`src/rtl/busca_instrucao.sv`:
```
// rtl/busca_instrucao.sv - instruction fetch/hold stage feeding the immediate extender
// Fetches one word per start, decodes the immediate type and holds it until acked.
module busca_instrucao #(
   parameter int          TIMEOUT_CYC = 16,
   parameter logic [31:0] RESET_INSTR = 32'h00000013
) (
   input  logic        clk,
   input  logic        reset,
   input  logic        start,
   input  logic [63:0] pc,
   output logic        mem_req,
   output logic [63:0] mem_addr,
   input  logic        mem_ready,
   input  logic [31:0] mem_rdata,
   output logic [31:0] instr,
   output logic [3:0]  imm_sel,
   output logic        instr_valid,
   input  logic        instr_ack,
   output logic        illegal,
   output logic        fetch_err,
   output logic        busy
);

   typedef enum logic [1:0] {IDLE, FETCH, HOLD, ERROR} state_t;

   state_t      state_q;
   logic [31:0] instr_q;
   logic [3:0]  imm_sel_q;
   logic [63:0] mem_addr_q;
   logic        mem_req_q;
   logic        instr_valid_q;
   logic        illegal_q;
   logic        fetch_err_q;
   logic [7:0]  cnt_q;

   logic [3:0]  imm_sel_d;
   logic        illegal_d;

   // Decoded straight from the memory word so the select is ready the cycle instr loads.
   always_comb begin
      imm_sel_d = 4'd0;
      illegal_d = 1'b0;
      case (mem_rdata[6:0])
         7'b0000011, 7'b0010011, 7'b0011011,
         7'b1100111, 7'b1110011: imm_sel_d = 4'd0;
         7'b0100011:             imm_sel_d = 4'd1;
         7'b1100011:             imm_sel_d = 4'd2;
         7'b0110111, 7'b0010111: imm_sel_d = 4'd3;
         7'b0110011, 7'b0111011: imm_sel_d = 4'd0;
         default:                illegal_d = 1'b1;
      endcase
   end

   always_ff @(posedge clk or negedge reset) begin
      if (!reset) begin
         state_q       <= IDLE;
         instr_q       <= RESET_INSTR;
         imm_sel_q     <= 4'd0;
         mem_addr_q    <= 64'd0;
         mem_req_q     <= 1'b0;
         instr_valid_q <= 1'b0;
         illegal_q     <= 1'b0;
         fetch_err_q   <= 1'b0;
         cnt_q         <= 8'd0;
      end else begin
         case (state_q)
            IDLE, ERROR: begin
               if (start) begin
                  mem_addr_q  <= pc;
                  cnt_q       <= 8'd0;
                  mem_req_q   <= 1'b1;
                  fetch_err_q <= 1'b0;
                  state_q     <= FETCH;
               end
            end
            FETCH: begin
               // A response arriving on the last allowed cycle still counts.
               if (mem_ready) begin
                  instr_q       <= mem_rdata;
                  imm_sel_q     <= imm_sel_d;
                  illegal_q     <= illegal_d;
                  mem_req_q     <= 1'b0;
                  instr_valid_q <= 1'b1;
                  state_q       <= HOLD;
               end else if (cnt_q == 8'(TIMEOUT_CYC - 1)) begin
                  mem_req_q   <= 1'b0;
                  fetch_err_q <= 1'b1;
                  state_q     <= ERROR;
               end else begin
                  cnt_q <= cnt_q + 8'd1;
               end
            end
            HOLD: begin
               if (instr_ack) begin
                  instr_valid_q <= 1'b0;
                  state_q       <= IDLE;
               end
            end
            default: state_q <= IDLE;
         endcase
      end
   end

   assign mem_req     = mem_req_q;
   assign mem_addr    = mem_addr_q;
   assign instr       = instr_q;
   assign imm_sel     = imm_sel_q;
   assign instr_valid = instr_valid_q;
   assign illegal     = illegal_q;
   assign fetch_err   = fetch_err_q;
   assign busy        = (state_q == FETCH) || (state_q == HOLD);

endmodule

```
`config.mk`:
```
export PLATFORM = sky130hd
export DESIGN_NAME = busca_instrucao
export DESIGN_NICKNAME = d
export VERILOG_FILES = /design/src/rtl/busca_instrucao.sv
export SDC_FILE = /design/constraint.sdc
export NUM_CORES = 1
export LEC_CHECK = 0
export BUFFER_PORTS_ARGS = -buffer_cell sky130_fd_sc_hd__buf_4
export CORE_MARGIN = 5
export CORE_UTILIZATION = 40
export CTS_CLUSTER_SIZE = 10
export DETAILED_ROUTE_END_ITERATION = 8
export PLACE_DENSITY_LB_ADDON = 0.08
export SLEW_MARGIN = 20
export SYNTH_ARGS = -nofsm -noshare
export SYNTH_HDL_FRONTEND = slang
export SYNTH_SLANG_ARGS = --single-unit
```
`constraint.sdc`:
```
create_clock -name clk -period 6.2 [get_ports clk]
set_input_delay 0.93 -clock clk [delete_from_list [all_inputs] [get_ports clk]]
set_output_delay 0.93 -clock clk [all_outputs]
set_load 0.03 [all_outputs]
```
==> metrics.md, run 1 <==
| Metric | Value |
|---|---|
| Effective utilization at floorplan | `0.404` |
| Fin crit share | `0.381` |
| Leak | `3.26 nW` |
| P&R area growth vs syn | `42.9%` |
| HPWL Detailed | `8510 um` |
| Worst-Skew Late Latency | `0.34 ns` |
| Most instantiated library cell after synthesis | `dfrtp_1` |
| GRT met1 Usage | `0.203` |
| Final Net Count | `687` |
| Yosys reg bits | `112` |
| GR Util All Layers | `0.173` |
| Post-synth EDFFs | `0` |
| CP peak stage delay | `0.49 ns` |
| R2R Setup Slk | `3.83 ns` |
| Placed Area | `6180 um2` |
| Top cells by area, synth | `dfrtp_1 60%, mux2_2 16%, nand2_1 8.6%` |
| Clock slew at reported path FFs | `0.07 ns` |
| I/O pins | `206` |
| Worst path bufs/invs | `0` |
| Minimum clock period | `2.37 ns` |
| Worst min-delay path class | `reg -> reg` |
| Total number of vias | `3,553` |
| R2R depth | `5` |
| Layout Utilization | `0.578` |
| Die H | `117 um` |
| # diodes | `0` |
| Largest net degree at the start of global routing | `70` |
| Synth area leader | `dfrtp_1` |
| Synth top area share | `0.598` |
| Reg2reg start | `state_q[0]` |
| Most used DFF post-synth | `dfrtp_1` |
| GR Layer Usage met2 | `0.282` |
| Clk_skew | `0.00569 ns` |
| Setup Buffers After CTS | `0` |
| Max Root-Sink Buffers | `2` |
| Grt ovf | `0` |
| Hold Violations, Final | `0` |
| Gr busiest metal | `met2` |
| Drt initial violations | `102` |
| Post-route cell area | `6520 um2` |
| Async S/R FF share, synth | `1.00` |
| Slew headroom | `0.414` |
| Max Fclk | `0.423 GHz` |
| Fin cells | `731` |
| Mapped Cells | `386` |
| Root Buffer | `clkbuf_16` |
| DRC Markers | `0` |
| Hold Crit Start | `instr[1]` |
| Core area | `11,300 um2` |
| Synth warn | `0` |
| Worst Path Class, Setup | `reg -> reg` |
| Worst Setup End Kind | `register` |
| First-pass GRT wire length | `18,300 um` |
| FP Rows | `39` |
| Final setup vio count | `0` |
| Post-CTS Hold Fix Bufs | `0` |
| CTS sink count | `112` |
| CTS resizes | `0` |
| Avg WL per Cell | `16.0 um` |
| Routed Antenna Nets | `0` |
| Measured slew at the worst slew-check pin | `0.880 ns` |
| Placed cells | `715` |
| Worst r2r dst | `cnt_q[3]` |
| Worst vdd ir | `411 uV` |
| Crit path arrival time | `2.63 ns` |
| Synth top cells by count | `109 x dfrtp_1, 105 x nand2_1, 65 x mux2_2, 13 x nor2_1, 9 x a21oi_1` |
| Buffers on Ports | `203` |
| Cell Chain, Critical Path | `ha_1 > and2_4 > or3_4 > or4_1 > a21oi_1` |
| CTS HTree Levels | `3` |
| Final WS setup | `3.83 ns` |
| Slew Viols, Final | `0` |
| Initial antenna violation count | `0` |
| Hold Path Stages | `2` |
| Synth cell types | `44` |
| Dpl ws | `3.65 ns` |
| Status | `complete, no violations` |
| Max Cap Violations | `0` |
| Sequential-to-total area share from yosys stat | `0.616` |
| Die area | `13,600 um2` |
| Worst Path Required | `6.46 ns` |
| Worst Path Max Fanout | `37` |
| Via-to-Cell Ratio | `4.86` |
| DR pass1 iterations | `4` |
| DRT Wirelength | `11,700 um` |
| Fraction of layout cells with a size suffix above 1 | `0.502` |
| GR Layer Usage met3 | `0.0715` |
| Die W | `117 um` |
| RSZ-0062 raised after global routing | `false` |
| TritonCTS buffer count | `9` |
| Synth Cell Area | `4560 um2` |
| Setup crit start kind | `register` |
| GPL Wtd Cong | `0.793` |
| Top cell family by delay on the critical path | `simple AND/OR/NAND/NOR gates` |
| CTS tree | `done` |
| Setup TNS | `0 ns` |
| Hold EP | `instr[1]` |
| Slowest-stage cell, CP | `or4_1` |
| Mean post-synth cell area | `11.8 um2` |
| Vias in the first global route | `3,721` |
| Filler cell count in the final layout | `973` |
| PD cells | `610 nW/um2` |
-- area by class of cell --
| type | instances | area (um2) | share of cell area |
|---|---|---|---|
| Clock buffer | 14 | 274 | 0.0421 |
| Timing Repair Buffer | 205 | 1540 | 0.236 |
| Sequential cell | 112 | 2810 | 0.431 |
| Multi-Input combinational cell | 248 | 1630 | 0.250 |
| Clock inverter | 2 | 60.1 | 0.00922 |
| Tap cell | 143 | 179 | 0.0275 |
| Inverter | 7 | 26.3 | 0.00403 |
-- registers in the layout, indices dropped and copies added, names as in the netlist --
register and cells:
cnt_q 8, instr 32, imm_sel 2, instr_valid 1
fetch_err 1, mem_addr 64, mem_req 1, state_q 2
illegal 1
-- metal layers --
metal / part of all wire / up-vias / wire [um]
li1: - / 1691 / -
met1: 0.38 / 1727 / 4410
met2: 0.51 / 120 / 5910
met3: 0.098 / 15 / 1150
met4: 0.020 / 0 / 233
met5: 0 / - / 0
-- placed cells by master, fill, tap and decap left out, types with 2 or more instances in the layout --
cell / netlist / layout
buf_4: 2 / 205
dfrtp_1: 109 / 109
nand2_1: 105 / 103
mux2_2: 65 / 65
nor2_1: 13 / 13
a21oi_1: 9 / 9
clkbuf_16: 0 / 9
inv_1: 7 / 7
o21ai_0: 7 / 7
nand3_1: 5 / 5
or4_1: 3 / 3
ha_1: 3 / 3
clkbuf_8: 0 / 3
dfstp_2: 3 / 3
nand2_2: 0 / 2
and2_1: 2 / 2
nand2b_1: 2 / 2
nor2b_1: 2 / 2
nor4b_1: 2 / 2
a31o_2: 2 / 2
nand4_1: 2 / 2
a31oi_1: 2 / 2
or2_2: 2 / 2
conb_1: 1 / 2
bufinv_16: 0 / 2
clkbuf_1: 8 / 2
-- how the worst max path moves through the flow --
| stage | slack, ns | depth (start not counted) | startpoint | to |
|---|---|---|---|---|
| floorplan | 3.91 | 6 | mem_ready | cnt_q[4] |
| global placement | 3.70 | 5 | mem_ready | cnt_q[3] |
| detailed placement | 3.65 | 5 | mem_ready | cnt_q[3] |
| CTS | 3.82 | 4 | state_q[0] | busy |
| global route | 3.70 | 5 | state_q[0] | cnt_q[3] |
| finish | 3.83 | 5 | state_q[0] | cnt_q[3] |
-- logic make-up (layout without fill, tap and decap cells) --
family,Yosys count,in the layout,synth area share
AOI/OAI and AO/OA,33,33,0.0491
DFF,112,112,0.616
adders and majority gates,3,3,0.00823
muxes,65,65,0.161
other,1,2,0.000822
buffers and inverters,27,228,0.0288
and+or+nand+nor,145,145,0.137
-- worst reg2reg max path, cell delays in order, from the launching register on --
cell	delay (ns)
dfrtp_1	0.40
ha_1	0.40
and2_4	0.36
or3_4	0.48
or4_1	0.49
a21oi_1	0.15
-- metrics by stage --
stage	power (mW)	hold slack [ns]
2_1_floorplan	2.61	0.500
3_3_place_gp	3.33	0.448
3_5_place_dp	3.37	0.449
4_1_cts	4.03	0.461
5_1_grt	4.21	0.476
6_report	3.98	0.456
-- where the power goes --
group,switching [mW],leakage (nW),total [mW],internal [mW]
clock network,0.252,0.163,0.640,0.388
logic,1.23,1.76,2.07,0.835
registers,0.184,1.34,1.27,1.09
total,1.67,3.26,3.98,2.31
No activity file was read; power rests on OpenSTA's default activity.
==> run 2, diff against run 1 <==
==> constraint.sdc (replaced) <==
create_clock -name clk -period 1.96 [get_ports clk]
set_input_delay 0.294 -clock clk [delete_from_list [all_inputs] [get_ports clk]]
set_output_delay 0.294 -clock clk [all_outputs]
set_load 0.03 [all_outputs]
==> run 2 against run 1 <==
- first-iteration DRC count up 26%
- flip-flop and latch count unchanged
- hold slack worse by 0.32 ns
- non-clock buffer count up 17
- core utilization up 2.0 points
- cell count up 2.5%
- clock power rose to 3.2 times the previous value
- critical path depth up 1
- final area up 3.5%
- via count up 1.3%
- clock skew up 0.0016 ns
- worst setup slack worse by 3.8 ns
- largest cell class unchanged
==> metrics.md, run 2 (synthesized netlist as in run 1, its figures left out) <==
| Metric | Value |
|---|---|
| Max reg flops | `64 (unchanged)` |
| Max Root-Sink Buffers | `2 (unchanged)` |
| Root Buffer | `clkbuf_16` |
| Design Power | `13.1 mW (+230%)` |
| Max Cap Violations | `0 (unchanged)` |
| Die W | `117 um (unchanged)` |
| DR pass1 iterations | `4 (unchanged)` |
| Hold Crit Start | `mem_rdata[19]` |
| Final setup vio count | `0 (unchanged)` |
| CTS tree | `done` |
| Reg2reg start | `state_q[0]` |
| GR Util All Layers | `0.175 (+0.00218)` |
| Effective utilization at floorplan | `0.404 (unchanged)` |
| Largest net degree at the start of global routing | `53 (-24%)` |
| Worst Setup SP | `state_q[0]` |
| Worst vdd ir | `1100 uV (+170%)` |
| Drt initial violations | `129 (+26%)` |
| Initial antenna violation count | `0 (unchanged)` |
| Clk_skew | `0.00726 ns (+0.00157 ns)` |
| Setup crit start kind | `register` |
| DRC Markers | `0 (unchanged)` |
| Worst Path Class, Setup | `reg -> reg` |
| R2R Setup Slk | `0.06 ns (-3.78 ns)` |
| Fin cells | `749 (+2.5%)` |
| Vias in the first global route | `3,682 (-1.0%)` |
| Worst-Skew Late Latency | `0.35 ns (about the same)` |
| Fin crit share | `0.970 (+0.589)` |
| Die area | `13,600 um2 (unchanged)` |
| Commonest non-fill, non-tap cell in the layout | `buf_4` |
| PD cells | `1940 nW/um2 (+220%)` |
| I/O pins | `206 (unchanged)` |
| DRT Wirelength | `11,800 um (+0.52%)` |
| Worst min-delay path class | `in -> reg` |
| Most frequent cells in the layout | `216 x buf_4, 109 x dfrtp_1, 104 x nand2_1` |
| Placed cells | `731 (+2.2%)` |
| First-pass GRT wire length | `18,600 um (+1.4%)` |
| Die H | `117 um (unchanged)` |
| Worst Path Required | `2.24 ns (-4.22 ns)` |
| Avg WL per Cell | `15.7 um (-1.9%)` |
| # diodes | `0 (unchanged)` |
| Buffers on Ports | `203 (unchanged)` |
| Hold Path Stages | `3 (+1)` |
| Final Net Count | `705 (+2.6%)` |
| Core area | `11,300 um2 (unchanged)` |
| Max Fclk | `0.526 GHz (+24%)` |
| Fraction of layout cells with a size suffix above 1 | `0.521 (+0.0198)` |
| Hold Violations, Final | `0 (unchanged)` |
| Minimum clock period | `1.90 ns (-0.463 ns)` |
| P&R area growth vs syn | `47.9%` |
| Status | `complete, no violations` |
| Worst Setup End Kind | `register` |
| Hold EP | `instr[19]` |
| RSZ-0062 raised after global routing | `false` |
| Via-to-Cell Ratio | `4.81 (-1.1%)` |
| Worst Path Max Fanout | `5 (-86%)` |
| Worst r2r dst | `cnt_q[3]` |
| Grt ovf | `0 (unchanged)` |
| GPL Wtd Cong | `0.770 (-3.0%)` |
| CTS sink count | `112 (unchanged)` |
| Total number of vias | `3,599 (+1.3%)` |
| Routed Antenna Nets | `0 (unchanged)` |
| Crit path arrival time | `2.18 ns (-0.45 ns)` |
| Post-route cell area | `6740 um2 (+3.5%)` |
| FP Rows | `39 (unchanged)` |
| CTS HTree Levels | `3 (unchanged)` |
| Clock slew at reported path FFs | `0.07 ns (about the same)` |
| TritonCTS buffer count | `9 (unchanged)` |
| Placed Area | `6360 um2 (+3.0%)` |
| Slew Viols, Final | `0 (unchanged)` |
| Layout Utilization | `0.598 (+0.0203)` |
| R2R depth | `6 (+1)` |
| HPWL Detailed | `8690 um (+2.2%)` |
| Leak | `3.36 nW (+3.0%)` |
## run 2: changes by cell type in the layout (fill, tap and decap cells not counted), sizes merged
cell         change
bufinv           +1
or3              +1
clkinvlp         +2
buf             +16
clkbuf           -3
dlygate4sd3      +1
## run 2: worst max-delay path by stage
stage                          end  slack, ns  cells past startpoint
after floorplan           cnt_q[4]      -0.03                      9
after global placement    cnt_q[3]       0.03                      6
after detailed placement  cnt_q[3]      -0.02                      6
after CTS                 cnt_q[3]       0.01                      6
after global routing      cnt_q[3]      0.006                      6
final                     cnt_q[3]       0.06                      6
## run 2: worst max-delay path, cell delays in order (launching register included)
cell	delay, ns
dfrtp_1	0.40
buf_6	0.13
ha_4	0.16
and2_4	0.15
or3_4	0.40
or4_4	0.49
a21oi_2	0.12
## run 2: per-stage QoR
stage | setup slack [ns] | hold slack, ns | TNS, ns
after floorplan | -0.0348 | -0.00159 | -0.0577
after global placement | 0.0316 | 0.181 | 0
after detailed placement | -0.0242 | 0.183 | -0.0242
after CTS | 0.0118 | 0.120 | 0
after global routing | 0.00649 | 0.119 | 0
final | 0.0580 | 0.137 | 0
## run 2: final cells by class
| cell class | instances | area, um2 |
|---|---|---|
| tap | 143 | 179 |
| clock inverter | 5 | 105 |
| fill | 959 | 4530 |
| clock buffer | 11 | 233 |
| multi-input combinational | 249 | 1670 |
| inverter | 7 | 26.3 |
| timing repair buffer | 222 | 1720 |
| sequential | 112 | 2810 |
## run 2: metal layers
layer | track usage | share of wire
met2 | 0.286 | 0.52
met5 | 0 | 0
met4 | 0.0749 | 0.019
met3 | 0.0580 | 0.079
met1 | 0.211 | 0.38
## run 2: where the power goes
part | switching [mW] | total [mW] | internal (mW) | leakage (nW)
Combinational | 4.00 | 6.97 | 2.96 | 1.86
Sequential | 0.577 | 4.01 | 3.44 | 1.34
Clock | 0.819 | 2.07 | 1.25 | 0.156
Total | 5.40 | 13.1 | 7.65 | 3.36
## run 2: timing repair
item,CTS,global route
hold endpoints to repair,12,0
setup endpoints to repair,1,3
pin swaps,2,2
buffers inserted,0,0
hold buffers,1,0
cloned,1,0
resized for setup,1,5
